**src/rtl/alu_pkg.sv**
```systemverilog
// Shared definitions for the ALU opcode interface: RV64 opcode fields, ALU opcode
// classes and the layout of one decoded entry.
package alu_pkg;

    localparam int OPC_W      = 10;
    localparam int RD_W       = 5;
    localparam int ALU_DATA_W = 64;

    localparam logic [1:0] CLS_NONE = 2'b00;
    localparam logic [1:0] CLS_RI   = 2'b01;
    localparam logic [1:0] CLS_RR   = 2'b10;
    localparam logic [1:0] CLS_SUB  = 2'b11;

    localparam logic [6:0] OP_IMM   = 7'b0010011;
    localparam logic [6:0] OP       = 7'b0110011;
    localparam logic [6:0] OP_LOAD  = 7'b0000011;
    localparam logic [6:0] OP_STORE = 7'b0100011;

    localparam logic [2:0] F3_ADD   = 3'b000;
    localparam logic [2:0] F3_SLL   = 3'b001;
    localparam logic [2:0] F3_DWORD = 3'b011;
    localparam logic [2:0] F3_XOR   = 3'b100;
    localparam logic [2:0] F3_SRL   = 3'b101;
    localparam logic [2:0] F3_OR    = 3'b110;
    localparam logic [2:0] F3_AND   = 3'b111;

    localparam logic [6:0] F7_BASE = 7'b0000000;
    localparam logic [6:0] F7_ALT  = 7'b0100000;

    // ALU opcode layout is {class, 5'b0, funct3}
    function automatic logic [OPC_W-1:0] make_opcode(input logic [1:0] cls, input logic [2:0] f3);
        return {cls, 5'b00000, f3};
    endfunction

    localparam logic [OPC_W-1:0] ALU_ADD  = {CLS_RR,  5'b00000, F3_ADD};
    localparam logic [OPC_W-1:0] ALU_XOR  = {CLS_RR,  5'b00000, F3_XOR};
    localparam logic [OPC_W-1:0] ALU_OR   = {CLS_RR,  5'b00000, F3_OR};
    localparam logic [OPC_W-1:0] ALU_AND  = {CLS_RR,  5'b00000, F3_AND};
    localparam logic [OPC_W-1:0] ALU_SLL  = {CLS_RI,  5'b00000, F3_SLL};
    localparam logic [OPC_W-1:0] ALU_SRL  = {CLS_RI,  5'b00000, F3_SRL};
    localparam logic [OPC_W-1:0] ALU_ADDR = {CLS_RI,  5'b00000, F3_ADD};
    localparam logic [OPC_W-1:0] ALU_SUB  = {CLS_SUB, 5'b00000, F3_ADD};

    typedef struct packed {
        logic [OPC_W-1:0]      opcode;
        logic [ALU_DATA_W-1:0] a;
        logic [ALU_DATA_W-1:0] b;
        logic [RD_W-1:0]       rd;
        logic                  we;
        logic                  illegal;
    } alu_entry_t;

    function automatic int entry_width(input int data_w);
        return OPC_W + 2 * data_w + RD_W + 2;
    endfunction

endpackage

```
**src/rtl/alu_skid_buffer.sv**
```systemverilog
// Generic two-entry valid/ready register stage. in_ready depends on registers only,
// so the upstream handshake never sees a combinational path from out_ready.
module alu_skid_buffer #(
    parameter int W = 8
) (
    input  logic         clk,
    input  logic         rst,
    input  logic         flush,
    input  logic         in_valid,
    output logic         in_ready,
    input  logic [W-1:0] in_data,
    output logic         out_valid,
    input  logic         out_ready,
    output logic [W-1:0] out_data
);

    logic         main_valid_q, main_valid_d;
    logic         skid_valid_q, skid_valid_d;
    logic [W-1:0] main_data_q,  main_data_d;
    logic [W-1:0] skid_data_q,  skid_data_d;
    logic         push;
    logic         pop;

    assign push = in_valid & ~skid_valid_q;
    assign pop  = main_valid_q & out_ready;

    always_comb begin
        main_valid_d = main_valid_q;
        skid_valid_d = skid_valid_q;
        main_data_d  = main_data_q;
        skid_data_d  = skid_data_q;
        if (flush) begin
            main_valid_d = 1'b0;
            skid_valid_d = 1'b0;
        end else if (pop) begin
            // A full skid implies in_ready was low, so no push can coincide with the refill
            if (skid_valid_q) begin
                main_data_d  = skid_data_q;
                skid_valid_d = 1'b0;
            end else if (push) begin
                main_data_d  = in_data;
            end else begin
                main_valid_d = 1'b0;
            end
        end else if (push) begin
            if (main_valid_q) begin
                skid_data_d  = in_data;
                skid_valid_d = 1'b1;
            end else begin
                main_data_d  = in_data;
                main_valid_d = 1'b1;
            end
        end
    end

    always_ff @(posedge clk) begin
        if (rst) begin
            main_valid_q <= 1'b0;
            skid_valid_q <= 1'b0;
            main_data_q  <= '0;
            skid_data_q  <= '0;
        end else begin
            main_valid_q <= main_valid_d;
            skid_valid_q <= skid_valid_d;
            main_data_q  <= main_data_d;
            skid_data_q  <= skid_data_d;
        end
    end

    assign in_ready  = ~skid_valid_q;
    assign out_valid = main_valid_q;
    assign out_data  = main_data_q;

endmodule

```
**src/rtl/alu_op_decoder.sv**
```systemverilog
// Decodes an RV64 instruction plus register operands into an ALU {opcode, a, b} entry
// and hands it downstream through a two-entry valid/ready buffer.
module alu_op_decoder
    import alu_pkg::*;
#(
    parameter int DATA_W    = 64,
    parameter int ILL_CNT_W = 16
) (
    input  logic                 clk,
    input  logic                 rst,
    input  logic                 in_valid,
    output logic                 in_ready,
    input  logic [31:0]          in_inst,
    input  logic [DATA_W-1:0]    in_rs1_data,
    input  logic [DATA_W-1:0]    in_rs2_data,
    input  logic                 flush,
    output logic                 out_valid,
    input  logic                 out_ready,
    output logic [OPC_W-1:0]     out_opcode,
    output logic [DATA_W-1:0]    out_a,
    output logic [DATA_W-1:0]    out_b,
    output logic [RD_W-1:0]      out_rd,
    output logic                 out_we,
    output logic                 out_illegal,
    output logic [ILL_CNT_W-1:0] ill_count
);

    typedef struct packed {
        logic [OPC_W-1:0]  opcode;
        logic [DATA_W-1:0] a;
        logic [DATA_W-1:0] b;
        logic [RD_W-1:0]   rd;
        logic              we;
        logic              illegal;
    } entry_t;

    localparam int ENTRY_W = entry_width(DATA_W);

    logic [6:0]           rv_opcode;
    logic [2:0]           funct3;
    logic [6:0]           funct7;
    logic [RD_W-1:0]      rd_field;
    logic [DATA_W-1:0]    imm_i;
    logic [DATA_W-1:0]    imm_s;
    logic [DATA_W-1:0]    shamt;
    logic                 unused_rs1_field;

    logic                 legal;
    logic                 is_store;
    logic [OPC_W-1:0]     dec_opcode;
    logic [DATA_W-1:0]    dec_b;
    entry_t               dec_entry;

    logic [ENTRY_W-1:0]   buf_out_data;
    entry_t               out_entry;
    logic                 accept;
    logic [ILL_CNT_W-1:0] ill_count_q, ill_count_d;

    assign rv_opcode        = in_inst[6:0];
    assign funct3           = in_inst[14:12];
    assign funct7           = in_inst[31:25];
    assign rd_field         = in_inst[11:7];
    assign imm_i            = {{(DATA_W-12){in_inst[31]}}, in_inst[31:20]};
    assign imm_s            = {{(DATA_W-12){in_inst[31]}}, in_inst[31:25], in_inst[11:7]};
    assign shamt            = {{(DATA_W-6){1'b0}}, in_inst[25:20]};
    assign unused_rs1_field = ^in_inst[19:15];

    always_comb begin
        legal      = 1'b0;
        is_store   = 1'b0;
        dec_opcode = '0;
        dec_b      = '0;
        unique case (rv_opcode)
            OP_IMM: begin
                unique case (funct3)
                    F3_ADD, F3_XOR, F3_OR, F3_AND: begin
                        legal      = 1'b1;
                        dec_opcode = make_opcode(CLS_RI, funct3);
                        dec_b      = imm_i;
                    end
                    // RV64 shifts carry a 6-bit shamt; the upper bits must be zero
                    F3_SLL, F3_SRL: begin
                        legal      = (in_inst[31:26] == 6'b000000);
                        dec_opcode = make_opcode(CLS_RI, funct3);
                        dec_b      = shamt;
                    end
                    default: legal = 1'b0;
                endcase
            end
            OP: begin
                dec_b = in_rs2_data;
                if (funct7 == F7_BASE && (funct3 == F3_ADD || funct3 == F3_XOR ||
                                          funct3 == F3_OR  || funct3 == F3_AND)) begin
                    legal      = 1'b1;
                    dec_opcode = make_opcode(CLS_RR, funct3);
                end else if (funct7 == F7_ALT && funct3 == F3_ADD) begin
                    legal      = 1'b1;
                    dec_opcode = ALU_SUB;
                end
            end
            OP_LOAD: begin
                legal      = (funct3 == F3_DWORD);
                dec_opcode = ALU_ADDR;
                dec_b      = imm_i;
            end
            OP_STORE: begin
                legal      = (funct3 == F3_DWORD);
                is_store   = 1'b1;
                dec_opcode = ALU_ADDR;
                dec_b      = imm_s;
            end
            default: legal = 1'b0;
        endcase
    end

    always_comb begin
        dec_entry    = '0;
        dec_entry.rd = rd_field;
        if (legal) begin
            dec_entry.opcode = dec_opcode;
            dec_entry.a      = in_rs1_data;
            dec_entry.b      = dec_b;
            dec_entry.we     = ~is_store & (rd_field != '0);
        end else begin
            dec_entry.illegal = 1'b1;
        end
    end

    alu_skid_buffer #(
        .W (ENTRY_W)
    ) u_skid (
        .clk       (clk),
        .rst       (rst),
        .flush     (flush),
        .in_valid  (in_valid),
        .in_ready  (in_ready),
        .in_data   (dec_entry),
        .out_valid (out_valid),
        .out_ready (out_ready),
        .out_data  (buf_out_data)
    );

    assign out_entry   = buf_out_data;
    assign out_opcode  = out_entry.opcode;
    assign out_a       = out_entry.a;
    assign out_b       = out_entry.b;
    assign out_rd      = out_entry.rd;
    assign out_we      = out_entry.we;
    assign out_illegal = out_entry.illegal;

    // A flushed input is dropped, so it must not be counted either
    assign accept = in_valid & in_ready & ~flush;

    always_comb begin
        ill_count_d = ill_count_q;
        if (accept && dec_entry.illegal && ill_count_q != '1) begin
            ill_count_d = ill_count_q + 1'b1;
        end
    end

    always_ff @(posedge clk) begin
        if (rst) begin
            ill_count_q <= '0;
        end else begin
            ill_count_q <= ill_count_d;
        end
    end

    assign ill_count = ill_count_q;

endmodule

```
**config.mk**
```make
export PLATFORM = sky130hd
export DESIGN_NAME = alu_op_decoder
export DESIGN_NICKNAME = d
export VERILOG_FILES = /design/src/rtl/alu_pkg.sv /design/src/rtl/alu_skid_buffer.sv /design/src/rtl/alu_op_decoder.sv
export SDC_FILE = /design/constraint.sdc
export NUM_CORES = 1
export LEC_CHECK = 0
export ABC_AREA = 1
export BUFFER_PORTS_ARGS = -buffer_cell sky130_fd_sc_hd__buf_2
export CORE_MARGIN = 2
export CORE_UTILIZATION = 60
export CTS_BUF_LIST = sky130_fd_sc_hd__clkbuf_4
export CTS_CLUSTER_SIZE = 12
export DETAILED_ROUTE_END_ITERATION = 12
export HOLD_SLACK_MARGIN = 0.12
export PLACE_DENSITY = 0.85
export SETUP_SLACK_MARGIN = 0.1
export SLEW_MARGIN = 15
export SYNTH_ARGS = -nofsm -noshare
export SYNTH_HDL_FRONTEND = slang
export SYNTH_SLANG_ARGS = --single-unit
```
**constraint.sdc**
```tcl
create_clock -name clk -period 2.8 [get_ports clk]
set_input_delay 0.28 -clock clk [delete_from_list [all_inputs] [get_ports clk]]
set_output_delay 0.28 -clock clk [all_outputs]
set_load 0.02 [all_outputs]
```
==> out/qor.csv <==
stage,metric,value,unit
sta,pins over their slew limit,0,
sta,Setup WS post-layout,603,ps
outcome,status,completed,
sta,relative slew slack,53.1,%
grt,maximum number of pins on one net before global-route repair,136,
critical_path,CP max FO,117,
power_and_ir_drop,Internal,6640,uW
clock_network,CTS tree,built,
sta,Setup Total Neg Slack,0,ps
clock_network,H-tree depth,3,
floorplan,initial core utilization,61.0,%
logic_synthesis,synth top area cells,"dfxtp_1 (45%), a21oi_1 (16%), o21ai_0 (9.6%)",
power_and_ir_drop,Sequential Power Share,48.9,%
sta,Fmax,0.455,GHz
critical_path,Startpoint Class,input pin,
floorplan,die span in y,153,microns
critical_path,CP required,3380,ps
layout,"Area growth, synth to finish",28.8,%
floorplan,Die ar.,23300,sq um
grt,initial antenna violation count,1,
logic_synthesis,synthesized area,13300,sq um
detailed_routing,DR vias,15200,
logic_synthesis,Ys Warns,0,
power_and_ir_drop,Combinational Power Share,11.3,%
layout,layout cell share with drive strength beyond 1,21.0,%
detailed_routing,WL final,43300,microns
logic_synthesis,Synth Flop Type,dfxtp_1,
logic_synthesis,asr flop ratio synth,0,%
logic_synthesis,Yosys top cell area share,44.9,%
logic_synthesis,Mapped Cells,1800,
floorplan,Core ar.,21800,sq um
sta,period utilization,78.5,%
logic_synthesis,number of synthesized flops with an enable pin,0,
power_and_ir_drop,Peak VDD IR,0.384,mV
logic_synthesis,number of synthesized register bits,298,
run,max cap viols,0,
logic_synthesis,Synth area leader,dfxtp_1,
logic_synthesis,post-synth cell types,35,
detailed_routing,DRC,0,
place,DP Worst Slack,694,ps
sta,RSZ-0062 raised after global routing,false,
floorplan,Core Rows,54,
detailed_routing,DRT Pass-1 Iters,6,
sta,Hold WS,173,ps
grt,vias in the first global route,14900,
floorplan,Die X,153,microns
power_and_ir_drop,Power Density,533,nW/um^2
power_and_ir_drop,Net Sw Power,2470,uW
sta,final setup vio count,0,
sta,Fin. Hold Viols,0,
sta,worst slew pin tran,703,ps
layout,Layout Nets,2370,
place,Port Buffer Count,317,
clock_network,CTS max path bufs,3,
clock_network,"Reg clk slew, reported paths",80,ps
detailed_routing,vias per cell,5.99,
clock_network,CTS buffer count,76,
clock_network,post-cts resize count,0,
power_and_ir_drop,leakage power of the design,0.00748,uW
detailed_routing,routed length per instance,17.1,microns
critical_path,CP endpoint kind,flop,
sta,skew final,52.4,ps
logic_synthesis,syn_area_per_cell,7.38,sq um
critical_path,crit path DAT,2770,ps
floorplan,Boundary Pins,328,
grt,first-pass GRT wire length,70100,microns
power_and_ir_drop,Clock power frac,39.8,%
clock_network,clk_lat worst skew,680,ps
worst_hold_path,min-delay worst type,in -> reg,
place,DP HPWL,23300,microns
detailed_routing,DR iter-0 viols,1577,
place,dpl cells,2253,
sta,min cycle time layout,2200,ps
clock_network,clk sink count,298,
clock_network,Root Driver,clkbuf_4,
grt,GR Util All Layers,35.6,%
critical_path,Crit Path Class,in -> reg,
layout,Post-Layout Cell Count,2538,
power_and_ir_drop,switching part of the total power,27.1,%
grt,grt total ovfl,0,
clock_network,"Setup Fix Bufs, Post-CTS",0,
place,Routability Congestion,0.890,
detailed_routing,Final ANT Viol Nets,0,
logic_synthesis,sequential cell area fraction in the yosys report,44.9,%
synthesized netlist by cell type (5+ instances only):
| master | number |
|---|---|
| o21ai_1 | 26 |
| dfxtp_1 | 298 |
| xnor2_1 | 8 |
| o21ai_0 | 254 |
| inv_2 | 7 |
| a31oi_1 | 6 |
| nand4_1 | 6 |
| nand3_1 | 172 |
| nand2_1 | 330 |
| buf_2 | 71 |
| buf_4 | 6 |
| xor2_1 | 6 |
| nand2_2 | 5 |
| nor2_1 | 38 |
| buf_6 | 28 |
| inv_1 | 25 |
| a21oi_1 | 425 |
| nor2_2 | 5 |
| clkbuf_1 | 60 |
flip-flops by register name, summed over array words and instances (netlist names):
register,flops
u_skid.out_data,140
u_skid.skid_data_q,140
ill_count,16
u_skid.out_valid,1
u_skid.skid_valid_q,1
kinds of logic after synthesis:
kind of cell,share of synthesized area (%)
AO/OA/AOI/OAI,27.1
AND/OR/NAND/NOR,18.5
flip-flops,44.9
buffers and inverters,8.43
XOR/XNOR,0.923
adder cells (fa/ha/maj),0.0942
other,0.0282
metrics by stage:
stage	util, %	power (uW)	instance area [sq um]
floorplan	-	5020	13300
global placement	67.3	5350	14600
detailed placement	67.3	5370	14600
CTS	78.6	9080	17100
global route	78.6	9470	17100
finish	78.6	9110	17100
repair_timing:
action                                  4_1_cts  5_1_grt
hold buffers                                153        0
hold endpoints to repair                    292        0
endpoints found under the setup margin        0        0
worst paths after layout:
check / start / end / slack, ps / depth (start not counted)
hold reg to reg: u_skid.skid_data_q[4] / u_skid.out_data[4] / 490 / 2
setup / recovery: in_valid / u_skid.skid_data_q[92] / 600 / 12
hold / removal: in_inst[20] / u_skid.skid_data_q[7] / 170 / 5
setup reg to reg: u_skid.skid_valid_q / u_skid.skid_data_q[92] / 630 / 9
cell usage in the layout, fill, tap and decap left out, types with 37 or more instances in the layout:
master / count
a21oi_1: 425
buf_2: 317
clkbuf_4: 99
dfxtp_1: 298
dlygate4sd3_1: 153
nand2_1: 330
nand3_1: 172
nor2_1: 37
o21ai_0: 254
power groups by stage:
stage | Combinational, uW | Clock (uW) | Sequential (uW)
final | 1030 | 3630 | 4460
after global routing | 1100 | 3900 | 4470
after CTS | 990 | 3640 | 4450
after detailed placement | 828 | 0 | 4540
after global placement | 812 | 0 | 4540
after floorplan | 337 | 0 | 4680
worst max-delay path: stages:
cell	delay (ps)
dlygate4sd3_1	560
buf_2	150
inv_1	50
nor2_2	190
inv_2	70
nor2_1	180
inv_2	100
nor2_4	150
buf_12	360
buf_12	260
o21ai_0	110
a21oi_1	210
area by class of cell:
cell class                      count  area, sq um
Antenna cell                        1         2.50
Multi-Input combinational cell   1303         6230
Sequential cell                   298         5970
Clock inverter                     32          179
Timing Repair Buffer              492         3500
Clock buffer                       99          743
Fill cell                        1450         4650
Tap cell                          280          350
Inverter                           33          134
layer usage:
| layer | routed length, microns | up-vias | global-route usage [%] |
|---|---|---|---|
| met4 | 2120 | 0 | 20.5 |
| met5 | 0 | - | 0 |
| met2 | 20800 | 983 | 59.2 |
| li1 | - | 7037 | - |
| met1 | 16200 | 6977 | 41.9 |
| met3 | 4200 | 198 | 8.67 |
No activity file was read; power rests on OpenSTA's default activity.
